## src/rtl/parity_pkg.sv

```systemverilog
// Shared types, constants and helpers for the parity block codec.
//   state_e    : FSM state, S_DATA passes data beats, S_LRC emits the generated LRC word
//   MODE_GEN   : generate row parity and insert an LRC word after each block
//   MODE_CHK   : check row parity on every beat and the LRC on the last beat of a block
//   row_par()  : row parity of a word (even when odd = 0, odd when odd = 1)
package parity_pkg;

  typedef enum logic {
    S_DATA = 1'b0,
    S_LRC  = 1'b1
  } state_e;

  localparam logic MODE_GEN = 1'b0;
  localparam logic MODE_CHK = 1'b1;

  // row_par takes a fixed-width argument; callers zero-extend, which leaves the XOR
  // reduction unchanged. Data words wider than this are not supported.
  localparam int unsigned MAX_DATA_W = 64;

  function automatic logic row_par(input logic [MAX_DATA_W-1:0] data, input logic odd);
    return (^data) ^ odd;
  endfunction

endpackage

```

## src/rtl/parity_lrc_acc.sv

```systemverilog
// Block accumulator and beat counter.
//   clk, rst   : clock, synchronous active-high reset
//   beat       : an input beat is accepted this cycle
//   chk        : the accepted beat belongs to a check-mode block
//   acc_clr    : the generated LRC word is being emitted, clear the accumulator
//   data       : accepted input word
//   acc        : XOR of the data words accepted so far in this block
//   first_beat : the next accepted beat is beat 0 of a block
//   last_beat  : the next accepted beat is the last one of the block (LRC beat in check mode)
module parity_lrc_acc
  import parity_pkg::*;
#(
  parameter int unsigned DATA_W    = 8,
  parameter int unsigned BLOCK_LEN = 4
) (
  input  logic              clk,
  input  logic              rst,
  input  logic              beat,
  input  logic              chk,
  input  logic              acc_clr,
  input  logic [DATA_W-1:0] data,
  output logic [DATA_W-1:0] acc,
  output logic              first_beat,
  output logic              last_beat
);

  localparam int unsigned CntW = $clog2(BLOCK_LEN + 1);

  logic [CntW-1:0]   cnt_q, cnt_d;
  logic [DATA_W-1:0] acc_q, acc_d;

  // Check-mode blocks carry one extra beat, the received LRC word.
  assign last_beat  = (cnt_q == (chk ? CntW'(BLOCK_LEN) : CntW'(BLOCK_LEN - 1)));
  assign first_beat = (cnt_q == '0);
  assign acc        = acc_q;

  always_comb begin
    cnt_d = cnt_q;
    acc_d = acc_q;
    if (acc_clr) begin
      acc_d = '0;
    end else if (beat) begin
      cnt_d = last_beat ? '0 : cnt_q + CntW'(1);
      // A check-mode LRC beat closes the block; a generate-mode last word still
      // contributes and the accumulator clears when its LRC leaves.
      acc_d = (chk && last_beat) ? '0 : (acc_q ^ data);
    end
  end

  always_ff @(posedge clk) begin
    if (rst) begin
      cnt_q <= '0;
      acc_q <= '0;
    end else begin
      cnt_q <= cnt_d;
      acc_q <= acc_d;
    end
  end

endmodule

```

## src/rtl/parity_block_codec.sv

```systemverilog
// Streaming row-parity generator/checker with a block LRC word.
//   clk, rst             : clock, synchronous active-high reset
//   mode, odd            : generate/check and parity sense, latched on beat 0 of a block
//   clr_err              : clear err_count and err_sticky (wins over a coincident error)
//   in_valid/in_ready    : input handshake; in_data/in_parity input word and parity
//   out_valid/out_ready  : output handshake on a single register stage
//   out_data, out_parity : output word (or LRC) and its parity
//   out_lrc              : output beat is an LRC word
//   out_perr, out_lerr   : check-mode row parity error / LRC mismatch on this beat
//   err_count            : saturating count of error beats
//   err_sticky           : set on any error beat
module parity_block_codec
  import parity_pkg::*;
#(
  parameter int unsigned DATA_W    = 8,
  parameter int unsigned BLOCK_LEN = 4,
  parameter int unsigned CNT_W     = 8
) (
  input  logic              clk,
  input  logic              rst,
  input  logic              mode,
  input  logic              odd,
  input  logic              clr_err,
  input  logic              in_valid,
  output logic              in_ready,
  input  logic [DATA_W-1:0] in_data,
  input  logic              in_parity,
  output logic              out_valid,
  input  logic              out_ready,
  output logic [DATA_W-1:0] out_data,
  output logic              out_parity,
  output logic              out_lrc,
  output logic              out_perr,
  output logic              out_lerr,
  output logic [CNT_W-1:0]  err_count,
  output logic              err_sticky
);

  state_e            state_q, state_d;
  logic              mode_q, odd_q;
  logic              out_valid_q, out_valid_d;
  logic [DATA_W-1:0] out_data_q, out_data_d;
  logic              out_parity_q, out_parity_d;
  logic              out_lrc_q, out_lrc_d;
  logic              out_perr_q, out_perr_d;
  logic              out_lerr_q, out_lerr_d;
  logic [CNT_W-1:0]  err_count_q, err_count_d;
  logic              err_sticky_q, err_sticky_d;

  logic              out_free, accept, lrc_emit;
  logic              mode_eff, odd_eff, chk_beat;
  logic              perr_now, lerr_now;
  logic [DATA_W-1:0] acc;
  logic              first_beat, last_beat;

  parity_lrc_acc #(
    .DATA_W    (DATA_W),
    .BLOCK_LEN (BLOCK_LEN)
  ) u_acc (
    .clk        (clk),
    .rst        (rst),
    .beat       (accept),
    .chk        (chk_beat),
    .acc_clr    (lrc_emit),
    .data       (in_data),
    .acc        (acc),
    .first_beat (first_beat),
    .last_beat  (last_beat)
  );

  // Beat 0 uses the live mode/odd inputs; later beats use the values latched then.
  assign mode_eff = first_beat ? mode : mode_q;
  assign odd_eff  = first_beat ? odd : odd_q;
  assign chk_beat = (mode_eff == MODE_CHK);
  assign out_free = !out_valid_q || out_ready;
  assign accept   = in_valid && in_ready;
  assign perr_now = chk_beat && ((^in_data) ^ in_parity ^ odd_eff);
  assign lerr_now = chk_beat && last_beat && (in_data != acc);

  // FSM state register
  always_ff @(posedge clk) begin
    if (rst) begin
      state_q <= S_DATA;
    end else begin
      state_q <= state_d;
    end
  end

  // FSM next state
  always_comb begin
    state_d = state_q;
    unique case (state_q)
      S_DATA: if (accept && !chk_beat && last_beat) state_d = S_LRC;
      S_LRC:  if (out_free) state_d = S_DATA;
      default: state_d = S_DATA;
    endcase
  end

  // FSM outputs
  always_comb begin
    in_ready = 1'b0;
    lrc_emit = 1'b0;
    unique case (state_q)
      S_DATA:  in_ready = out_free;
      S_LRC:   lrc_emit = out_free;
      default: in_ready = 1'b0;
    endcase
  end

  // Output register: load an accepted beat or the generated LRC, otherwise hold.
  always_comb begin
    out_valid_d  = out_valid_q;
    out_data_d   = out_data_q;
    out_parity_d = out_parity_q;
    out_lrc_d    = out_lrc_q;
    out_perr_d   = out_perr_q;
    out_lerr_d   = out_lerr_q;
    if (accept) begin
      out_valid_d  = 1'b1;
      out_data_d   = in_data;
      out_parity_d = chk_beat ? in_parity : row_par(MAX_DATA_W'(in_data), odd_eff);
      out_lrc_d    = chk_beat && last_beat;
      out_perr_d   = perr_now;
      out_lerr_d   = lerr_now;
    end else if (lrc_emit) begin
      out_valid_d  = 1'b1;
      out_data_d   = acc;
      out_parity_d = row_par(MAX_DATA_W'(acc), odd_q);
      out_lrc_d    = 1'b1;
      out_perr_d   = 1'b0;
      out_lerr_d   = 1'b0;
    end else if (out_ready) begin
      out_valid_d  = 1'b0;
    end
  end

  // Error accounting: one count per accepted error beat, clr_err wins.
  always_comb begin
    err_count_d  = err_count_q;
    err_sticky_d = err_sticky_q;
    if (clr_err) begin
      err_count_d  = '0;
      err_sticky_d = 1'b0;
    end else if (accept && (perr_now || lerr_now)) begin
      err_sticky_d = 1'b1;
      if (err_count_q != {CNT_W{1'b1}}) err_count_d = err_count_q + CNT_W'(1);
    end
  end

  always_ff @(posedge clk) begin
    if (rst) begin
      mode_q       <= MODE_GEN;
      odd_q        <= 1'b0;
      out_valid_q  <= 1'b0;
      out_data_q   <= '0;
      out_parity_q <= 1'b0;
      out_lrc_q    <= 1'b0;
      out_perr_q   <= 1'b0;
      out_lerr_q   <= 1'b0;
      err_count_q  <= '0;
      err_sticky_q <= 1'b0;
    end else begin
      if (accept && first_beat) begin
        mode_q <= mode;
        odd_q  <= odd;
      end
      out_valid_q  <= out_valid_d;
      out_data_q   <= out_data_d;
      out_parity_q <= out_parity_d;
      out_lrc_q    <= out_lrc_d;
      out_perr_q   <= out_perr_d;
      out_lerr_q   <= out_lerr_d;
      err_count_q  <= err_count_d;
      err_sticky_q <= err_sticky_d;
    end
  end

  assign out_valid  = out_valid_q;
  assign out_data   = out_data_q;
  assign out_parity = out_parity_q;
  assign out_lrc    = out_lrc_q;
  assign out_perr   = out_perr_q;
  assign out_lerr   = out_lerr_q;
  assign err_count  = err_count_q;
  assign err_sticky = err_sticky_q;

endmodule

```

## config.mk

```make
export PLATFORM = sky130hd
export DESIGN_NAME = parity_block_codec
export DESIGN_NICKNAME = d
export VERILOG_FILES = /design/src/rtl/parity_pkg.sv /design/src/rtl/parity_lrc_acc.sv /design/src/rtl/parity_block_codec.sv
export SDC_FILE = /design/constraint.sdc
export NUM_CORES = 1
export LEC_CHECK = 0
export BUFFER_PORTS_ARGS = -buffer_cell sky130_fd_sc_hd__buf_2
export CAP_MARGIN = 20
export CORE_UTILIZATION = 46
export CTS_CLUSTER_DIAMETER = 30
export DETAILED_ROUTE_END_ITERATION = 7
export HOLD_SLACK_MARGIN = 0.1
export PLACE_DENSITY = 0.8
export SYNTH_ARGS = -nofsm -noshare
export SYNTH_HDL_FRONTEND = slang
export SYNTH_HIERARCHICAL = 1
export SYNTH_SLANG_ARGS = --single-unit
```

## constraint.sdc

```tcl
create_clock -name clk -period 2.3 [get_ports clk]
set_input_delay 0.115 -clock clk [delete_from_list [all_inputs] [get_ports clk]]
set_output_delay 0.115 -clock clk [all_outputs]
set_load 0.005 [all_outputs]
```

==> reports/qor.yml, run 1 <==
clock-sinks: 36
rr_worst_depth: 12
place_ws_ns: -0.03164
first_pass_iters: 4
synth_area_leaders: "dfxtp_1, xnor2_1, a21oi_1, a22oi_1, mux2i_1"
antennaDiodeCount: 0
slew_viol_final: 0
ir_worst_vdd_v: 0.0004493
synthesis.area_um2: 1966
grt_pass1_vias: 1660
path_class: "reg -> reg"
syn2layout_area_growth_pct: 25.78
dieArea_um2: 4539
rsz0062_at_grt: "yes"
antenna_found_initial: 0
drtIter0Drc: 112
clock_latency_ns: 0.29
violations: "negative setup slack"
grt_max_degree: 24
yosys_warnings: 6
synthesis.area_per_instance_um2: 8.976
htreeDepth: 2
netlist-cell-type-count: 45
worst_slew_pin_slew_ns: 0.6334
die_h_um: 67.37
vias_per_cell: 5.558
maxCapViolations: 0
cp-start-kind: "flip-flop"
grt_pass1_wl_um: 7548
wl_per_cell_um: 15.09
yosysMostFrequentCell: "dfxtp_1"
final.min_clock_period_ns: 2.379
cp_max_fo: 6
synth_nets: 238
p_leak_nw: 1.011
slowest_stage: "dfxtp_2"
cts_buffers: 5
path_common_cell: "inv_2"
rows: 23
synth_top_area_frac: 0.3666
grtUsageTotal: 0.2258
fin_crit_sh: 1.034
totalWireLength_um: 4843
cts_root_buf: "clkbuf_8"
fill_cells: 363
die_w_um: 67.37
synth_common_cells: "dfxtp_1, xnor2_1, a21oi_1"
netlist_instances: 219
max_freq_ghz: 0.4203
clock_skew_ns: 0.007855
maxSlewHeadroom: 0.5778
synthFlopType: "dfxtp_1"
cp_cell_sequence: "inv_2, ha_4, and2b_2, mux2i_4, inv_2, nand4bb_4, nand2_2, o211ai_1, a2bb2oi_4, buf_6, or3_1, a21oi_1"
final_area_um2: 2472
ys_seq_area_frac: 0.3666
numPortBuffers: 38
async_reset_ff_frac: 0
cts_tree: "done"
synth_edf_count: 0
end_kind: "flip-flop"
setup_slack_ns: -0.07904
yosys.area.top_type: "dfxtp_1"
synth.ff_latch_count: 36
status: "finished, violations left"
routabilityCongestion: 0.7958
hold_path_class: "in -> reg"
drc: 0
grt_overflow: 0
place_area_um2: 2283
dp_hpwl_um: 3427
clk_pin_slew_ns: 0.07
setup_viol: 5
cp_data_arrival_time_ns: 2.60
core_um2: 4058
start_util: 0.4844
hold_path_depth: 3
fin_nets: 289
vias: 1784
setup-tns-final_ns: -0.1481
drive_gt1_frac: 0.2989
cts.path.max_buffers: 2
hold_viol: 0
ant_nets: 0
io_pins: 39
cpPeakStageDelay_ns: 0.33
p_per_area_nw_per_um2: 642.6
required_ns: 2.52
-- path summary, 6_finish.rpt --
check | startpoint | to | slack (ns)
hold reg to reg | out_data[3] | out_data[3] | 0.45
hold / removal | mode | mode_q | 0.11
setup reg to reg | u_acc/cnt_q[1] | err_count[7] | -0.08
setup / recovery | u_acc/cnt_q[1] | err_count[7] | -0.08
-- routing by layer --
metal | wire, µm | up-vias | global-route usage
met1 | 2218 | 839 | 0.2894
met2 | 2304 | 49 | 0.3638
li1 | - | 883 | -
met4 | 106 | 0 | 0.1037
met3 | 214 | 13 | 0.04223
met5 | 0 | - | 0
-- layout by cell type, fill, tap and decap left out, types with 2 or more instances in the layout --
master	n
xor2_1	4
nor2_1	10
and3_1	2
or3_1	5
inv_2	3
ha_1	2
xnor2_1	22
o2bb2ai_1	8
clkbuf_8	6
nor3_1	4
buf_4	13
nand4_1	2
a21oi_1	17
nor2b_1	4
dfxtp_1	34
nand3_1	5
nand2_1	14
o21ai_0	3
clkbuf_1	2
dlygate4sd3_1	2
buf_2	38
or3_4	2
o31ai_1	8
a211oi_1	2
mux2i_1	6
inv_1	4
and2_1	2
nand2b_1	9
or2_2	2
a22oi_1	10
-- power by group --
group / switching [W] / total (W) / internal (W)
sequential: 0.0000371 / 0.000699 / 0.000662
combinational: 0.000210 / 0.000426 / 0.000216
clock: 0.000219 / 0.000464 / 0.000244
total: 0.000466 / 0.00159 / 0.00112
-- sequential cells by signal (all words and copies together) (netlist names) --
signal	flops
err_count	8
state_q	1
out_valid	1
u_acc/cnt_q	3
u_acc/acc	8
odd_q	1
mode_q	1
out_lrc	1
out_parity	1
err_sticky	1
out_lerr	1
out_perr	1
out_data	8
-- cell families after synthesis --
kind of cell               after synthesis  share of synthesized area
and+or+nand+nor                         72                     0.2107
AOI/OAI and AO/OA                       57                     0.1973
DFF                                     36                     0.3666
xor gates and xnor gates                27                     0.1279
buffers and inverters                   17                    0.04265
muxes                                    7                    0.03565
adders and majority gates                3                    0.01910
-- area by class of cell --
| cell class | count | area, µm² | area share |
|---|---|---|---|
| multi-input combinational | 166 | 1249 | 0.5051 |
| sequential | 36 | 725.7 | 0.2935 |
| tap | 50 | 62.56 | 0.02530 |
| clock buffer | 8 | 90.09 | 0.03644 |
| inverter | 7 | 26.28 | 0.01063 |
| timing repair buffer | 54 | 319.1 | 0.1290 |
-- timing repair --
action                                  4_1_cts  5_1_grt
endpoints found under the hold margin         2        0
gates resized for setup                       0       19
hold buffers                                  2        0
pin swaps                                     0       13
buffers inserted                              0        2
endpoints found under the setup margin        5        9
-- per-stage QoR --
stage                     instances  utilization   power, W  hold WS [ns]
final                           321       0.6093   0.001589        0.1056
after global routing            321       0.6093   0.001673        0.1416
after CTS                       319       0.5899   0.001567        0.1030
after detailed placement        309       0.5628   0.001100        0.3616
after global placement          309       0.5628   0.001091        0.3493
after floorplan                 219            -  0.0009873        0.1744
-- critical path, delay by kind of cell, from the launching register on --
| kind | cells | cell delay, ns |
|---|---|---|
| mux | 1 | 0.25 |
| fa+ha+maj | 1 | 0.12 |
| buf+inv | 3 | 0.29 |
| flops | 1 | 0.33 |
| simple gates | 4 | 0.82 |
| compound gates | 3 | 0.50 |
(Power assumes the default switching activity.)
==> inputs of run 2 (changes only) <==
--- a/config.mk
+++ b/config.mk
@@ -7,11 +7,15 @@
 export LEC_CHECK = 0
 export BUFFER_PORTS_ARGS = -buffer_cell sky130_fd_sc_hd__buf_2
 export CAP_MARGIN = 20
-export CORE_UTILIZATION = 46
+export CELL_PAD_IN_SITES_DETAIL_PLACEMENT = 2
+export CELL_PAD_IN_SITES_GLOBAL_PLACEMENT = 2
+export CORE_ASPECT_RATIO = 1.2
+export CORE_MARGIN = 1.5
+export CORE_UTILIZATION = 29
 export CTS_CLUSTER_DIAMETER = 30
 export DETAILED_ROUTE_END_ITERATION = 7
 export HOLD_SLACK_MARGIN = 0.1
-export PLACE_DENSITY = 0.8
+export PLACE_DENSITY = 0.83
 export SYNTH_ARGS = -nofsm -noshare
 export SYNTH_HDL_FRONTEND = slang
 export SYNTH_HIERARCHICAL = 1
==> reports/qor.yml, run 2 (synthesized netlist as in run 1, its figures left out) <==
status: "finished, violations left"
violations: "negative setup slack"
final.min_clock_period_ns: 2.385
syn2layout_area_growth_pct: 37.30
cpPeakStageDelay_ns: 0.34
p_per_area_nw_per_um2: 660.1
fin_crit_sh: 1.037
core_um2: 6486
setup_viol: 9
antenna_found_initial: 0
cts_tree: "done"
internal_power_w: 0.001240
mostFrequentLayoutCell: "buf_2"
setup_slack_ns: -0.08512
cts_root_buf: "clkbuf_8"
max_freq_ghz: 0.4193
cts.path.max_buffers: 2
combPwrFrac: 0.288
worst_slew_pin_slew_ns: 0.5422
numPortBuffers: 38
final_cell_mix: "buf_2, dfxtp_1, buf_4, xnor2_1, a21oi_1"
busiest_layer: "met2"
routabilityCongestion: 0.7939
drc: 0
grtUsageTotal: 0.2006
grt_pass1_wl_um: 11250
path_common_cell: "inv_2"
pwr-share-clk: 0.318
slew_viol_final: 0
startpoint: "u_acc/cnt_q[1]"
final_cells: 370
cp_max_fo: 5
cts_buffers: 5
clock_latency_ns: 0.30
cp-start-kind: "flip-flop"
drive_gt1_frac: 0.3649
totalWireLength_um: 6912
clock-sinks: 36
use_met2: 0.3935
netSwitchingFraction: 0.3040
grt_overflow: 0
fill_cells: 736
cp_cell_sequence: "inv_2, ha_4, and2b_2, mux2i_4, inv_2, nand4bb_4, nand2_2, o211ai_1, a2bb2oi_4, or3_1, a21oi_2"
clock_skew_ns: 0.004295
maxCapViolations: 0
die_w_um: 78.16
grt_max_degree: 24
post-place-cells: 348
ant_nets: 0
vias: 1967
fin_nets: 303
switchingPower_w: 0.0005417
critPathBufInv: 2
dp_hpwl_um: 4652
rows: 32
slowest_stage: "or3_1"
fin_util: 0.4161
io_pins: 39
drtIter0Drc: 77
required_ns: 2.53
use_met3: 0.03610
p_leak_nw: 1.081
cp_top_family: "simple AND/OR/NAND/NOR gates"
clk_pin_slew_ns: 0.07
hold_viol: 0
dieArea_um2: 7283
path_class: "reg -> reg"
hold_path_class: "in -> reg"
cp_data_arrival_time_ns: 2.62
wl_per_cell_um: 18.68
end_kind: "flip-flop"
use_met1: 0.2146
worstHoldStart: "mode"
ir_worst_vdd_v: 0.0002146
antennaDiodeCount: 0
vias_per_cell: 5.316
maxSlewHeadroom: 0.6382
htreeDepth: 2
start_util: 0.3030
rsz0062_at_grt: "yes"
die_h_um: 93.19
seq_power_share: 0.394
r2r-start: "u_acc/cnt_q[1]"
first_pass_iters: 4
grt_pass1_vias: 2159
-- run 2: changes by cell type in the layout (fill, tap and decap cells not counted), sizes merged --
cell     before  now
a2bb2oi       1    2
buf          52   65
bufinv        0    1
clkbuf        8    6
clkinv        0    1
-- run 2: final timing paths --
| check | depth (start not counted) | slack, ns | to |
|---|---|---|---|
| worst max-delay path | 11 | -0.09 | err_count[7] |
| worst min-delay path | 3 | 0.11 | mode_q |
| worst max register to register | 11 | -0.09 | err_count[7] |
| worst min register to register | 2 | 0.45 | err_sticky |
-- run 2: tightest hold or removal path, delay by kind of cell --
kind,cells,cell delay (ns)
and+or+nand+nor,1,0.07
muxes,1,0.07
buffers and inverters,1,0.11
-- run 2: per-layer routing --
layer,wire length [µm],share of wire,up-vias
met5,0,0,-
li1,-,-,918
met2,3789,0.55,42
met3,206,0.030,11
met1,2820,0.41,996
met4,95,0.014,0
-- run 2: cell type report --
class / count / area (µm²) / area share
Multi-Input combinational cell: 167 / 1316 / 0.4877
Sequential cell: 36 / 725.7 / 0.2689
Timing Repair Buffer: 67 / 416.7 / 0.1544
Tap cell: 85 / 106.4 / 0.03941
Clock buffer: 6 / 72.57 / 0.02689
Clock inverter: 2 / 35.03 / 0.01298
Inverter: 7 / 26.28 / 0.009736
-- run 2: what timing repair did --
action	4_1_cts	5_1_grt
endpoints found under the setup margin	8	9
hold buffers	2	0
pin swaps	13	8
endpoints found under the hold margin	2	0
gates cloned	1	0
gates resized for setup	14	13
buffers inserted	8	4
-- run 2: power by group through the flow --
stage	clock [W]	sequential (W)	combinational, W
after global routing	0.000603	0.000708	0.000554
after CTS	0.000586	0.000701	0.000485
after global placement	0	0.000712	0.000408
after detailed placement	0	0.000715	0.000431
after floorplan	0	0.000712	0.000275
final	0.000567	0.000702	0.000512
-- run 2: metrics by stage --
| step | TNS (ns) | setup slack (ns) | cell area, µm² | power, W | hold slack (ns) |
|---|---|---|---|---|---|
| after floorplan | 0 | 0.02085 | 1998 | 0.0009873 | 0.1744 |
| after global placement | 0 | 0.02332 | 2357 | 0.001120 | 0.3489 |
| after detailed placement | -0.4054 | -0.1204 | 2357 | 0.001146 | 0.3569 |
| after CTS | -0.2828 | -0.07271 | 2615 | 0.001772 | 0.1103 |
| after global routing | -1.666 | -0.1944 | 2699 | 0.001865 | 0.1346 |
| final | -0.6114 | -0.08512 | 2699 | 0.001782 | 0.1063 |
==> inputs of run 3 (changes only) <==
--- a/config.mk
+++ b/config.mk
@@ -5,13 +5,14 @@
 export SDC_FILE = /design/constraint.sdc
 export NUM_CORES = 1
 export LEC_CHECK = 0
+export ABC_AREA = 1
 export BUFFER_PORTS_ARGS = -buffer_cell sky130_fd_sc_hd__buf_2
 export CAP_MARGIN = 20
 export CELL_PAD_IN_SITES_DETAIL_PLACEMENT = 2
 export CELL_PAD_IN_SITES_GLOBAL_PLACEMENT = 2
 export CORE_ASPECT_RATIO = 1.2
 export CORE_MARGIN = 1.5
-export CORE_UTILIZATION = 29
+export CORE_UTILIZATION = 27
 export CTS_CLUSTER_DIAMETER = 30
 export DETAILED_ROUTE_END_ITERATION = 7
 export HOLD_SLACK_MARGIN = 0.1
==> reports/qor.yml, run 3 <==
rows: 36
rr_worst_depth: 18
post-place-cells: 463
path_class: "reg -> reg"
hold_viol: 0
required_ns: 2.50
grt_overflow: 0
start_util: 0.2758
synth_edf_count: 0
final_cells: 474
totalWireLength_um: 7503
die_w_um: 85.84
startpoint: "u_acc/cnt_q[1]"
ant_nets: 0
status: "completed"
setup_viol: 0
fin_nets: 397
ir_worst_vdd_v: 0.0002031
yosys.area.top_type: "dfxtp_1"
fin_crit_sh: 0.9703
vias_per_cell: 4.795
cts_tree: "done"
r2r-end: "err_count[7]"
mostFrequentLayoutCell: "nand2_1"
vias: 2273
cp_max_fo: 7
synthesis.area_um2: 2223
netlist-cell-type-count: 35
synthFlopType: "dfxtp_1"
grtUsageTotal: 0.1705
r2r_slack_ns: 0.07
core_um2: 8063
cts_buffers: 5
synth_area_leaders: "dfxtp_1, nand2_1, inv_1, nor2_1, a21oi_1"
fill_cells: 994
async_reset_ff_frac: 0
cp_data_arrival_time_ns: 2.43
first_pass_iters: 4
dp_hpwl_um: 5358
yosys_warnings: 6
htreeDepth: 2
antenna_found_initial: 0
clock-sinks: 36
p_per_area_nw_per_um2: 611.2
dieArea_um2: 8790
yosysMostFrequentCell: "nand2_1"
die_h_um: 102.4
grt_pass1_vias: 2374
cp-start-kind: "flip-flop"
end_kind: "flip-flop"
setup-tns-final_ns: 0
synth_common_cells: "nand2_1, inv_1, dfxtp_1"
wl_per_cell_um: 15.83
hold_path_class: "in -> reg"
antennaDiodeCount: 0
grt_pass1_wl_um: 11730
io_pins: 39
routabilityCongestion: 0.7339
postCtsHoldBufs: 0
endpoint: "err_count[7]"
grt_max_degree: 13
r2r-start: "u_acc/cnt_q[1]"
drc: 0
drtIter0Drc: 34
final_cell_mix: "nand2_1, inv_1, buf_2, dfxtp_1, nor2_1"
clock_skew_ns: 0.01092
worst_slew_pin_slew_ns: 0.4953
worstHoldStart: "odd"
cts_root_buf: "clkbuf_8"
cts.path.max_buffers: 2
ys_seq_area_frac: 0.3241
netlist_instances: 328
synthesis.area_per_instance_um2: 6.779
p_leak_nw: 1.334
clock_latency_ns: 0.30
synth.ff_latch_count: 36
final.min_clock_period_ns: 2.232
maxCapViolations: 0
max_freq_ghz: 0.4481
drive_gt1_frac: 0.2586
clk_pin_slew_ns: 0.09
slew_viol_final: 0
synth_nets: 347
numPortBuffers: 38
maxSlewHeadroom: 0.6686
synth_top_area_frac: 0.3241
syn2layout_area_growth_pct: 21.72
-- run 3: per-stage QoR --
step                hold slack [ns]    util  setup slack [ns]  total power, W  instance area [µm²]
floorplan                    0.2809       -            0.1842        0.001007                 2223
global placement             0.4195  0.3138            0.1352        0.001117                 2530
detailed placement           0.4246  0.3138           -0.1445        0.001146                 2530
CTS                          0.1163  0.3285         0.0002842        0.001638                 2649
global route                 0.1591  0.3357          -0.06638        0.001755                 2706
finish                       0.1221  0.3357           0.06820        0.001654                 2706
-- run 3: cell families after synthesis --
group / count (synthesis) / synth area share
compound gates: 38 / 0.09905
xor+xnor: 16 / 0.06303
fa+ha+maj: 3 / 0.01688
buf+inv: 60 / 0.1187
flops: 36 / 0.3241
simple gates: 175 / 0.3782
-- run 3: worst min path at each step --
stage	endpoint	slack (ns)	depth (start not counted)
finish	odd_q	0.12	3
global route	odd_q	0.16	3
CTS	odd_q	0.12	3
detailed placement	odd_q	0.42	3
global placement	odd_q	0.42	3
floorplan	u_acc/acc[6]	0.28	3
-- run 3: cell type report --
| class | count | area (µm²) | share of cell area |
|---|---|---|---|
| Clock inverter | 3 | 18.77 | 0.006935 |
| Timing Repair Buffer | 47 | 257.7 | 0.09524 |
| Inverter | 55 | 209.0 | 0.07721 |
| Sequential cell | 36 | 721.9 | 0.2668 |
| Clock buffer | 5 | 68.82 | 0.02543 |
| Multi-Input combinational cell | 233 | 1311 | 0.4845 |
| Tap cell | 95 | 118.9 | 0.04392 |
-- run 3: where the power goes --
group	total (W)	switching, W	internal (W)	leakage, nW
Sequential	0.000702	0.0000387	0.000663	0.295
Combinational	0.000479	0.000300	0.000180	0.992
Clock	0.000473	0.000261	0.000212	0.0479
Total	0.00165	0.000599	0.00105	1.33
-- run 3: per-layer routing --
layer  track usage  up-vias  routed length [µm]
met2        0.3283       30                4085
met3       0.02342       10                 168
li1              -     1128                   -
met1        0.1960     1105                3144
met4       0.04591        0                 105
met5             0        -                   0
-- run 3: worst max-delay path, cell delays in order, from the launching register on --
cell	delay (ns)
dfxtp_2	0.35
inv_2	0.07
ha_1	0.14
inv_1	0.06
nor2_4	0.12
nand2_1	0.09
o21ai_2	0.09
inv_2	0.09
inv_1	0.08
nand2_1	0.07
nand2_1	0.10
and2_4	0.15
inv_1	0.07
nor2_4	0.12
nand3_4	0.14
nand2_4	0.15
nand3_2	0.10
nand2_1	0.11
nor2_1	0.05
-- run 3: repair_timing --
item                                   in CTS  in global routing
pin swaps                                   2                  2
gates cloned                                1                  0
setup endpoints to repair                   9                 10
endpoints found under the hold margin       0                  0
gates resized for setup                     3                 15
buffers inserted                            2                  0
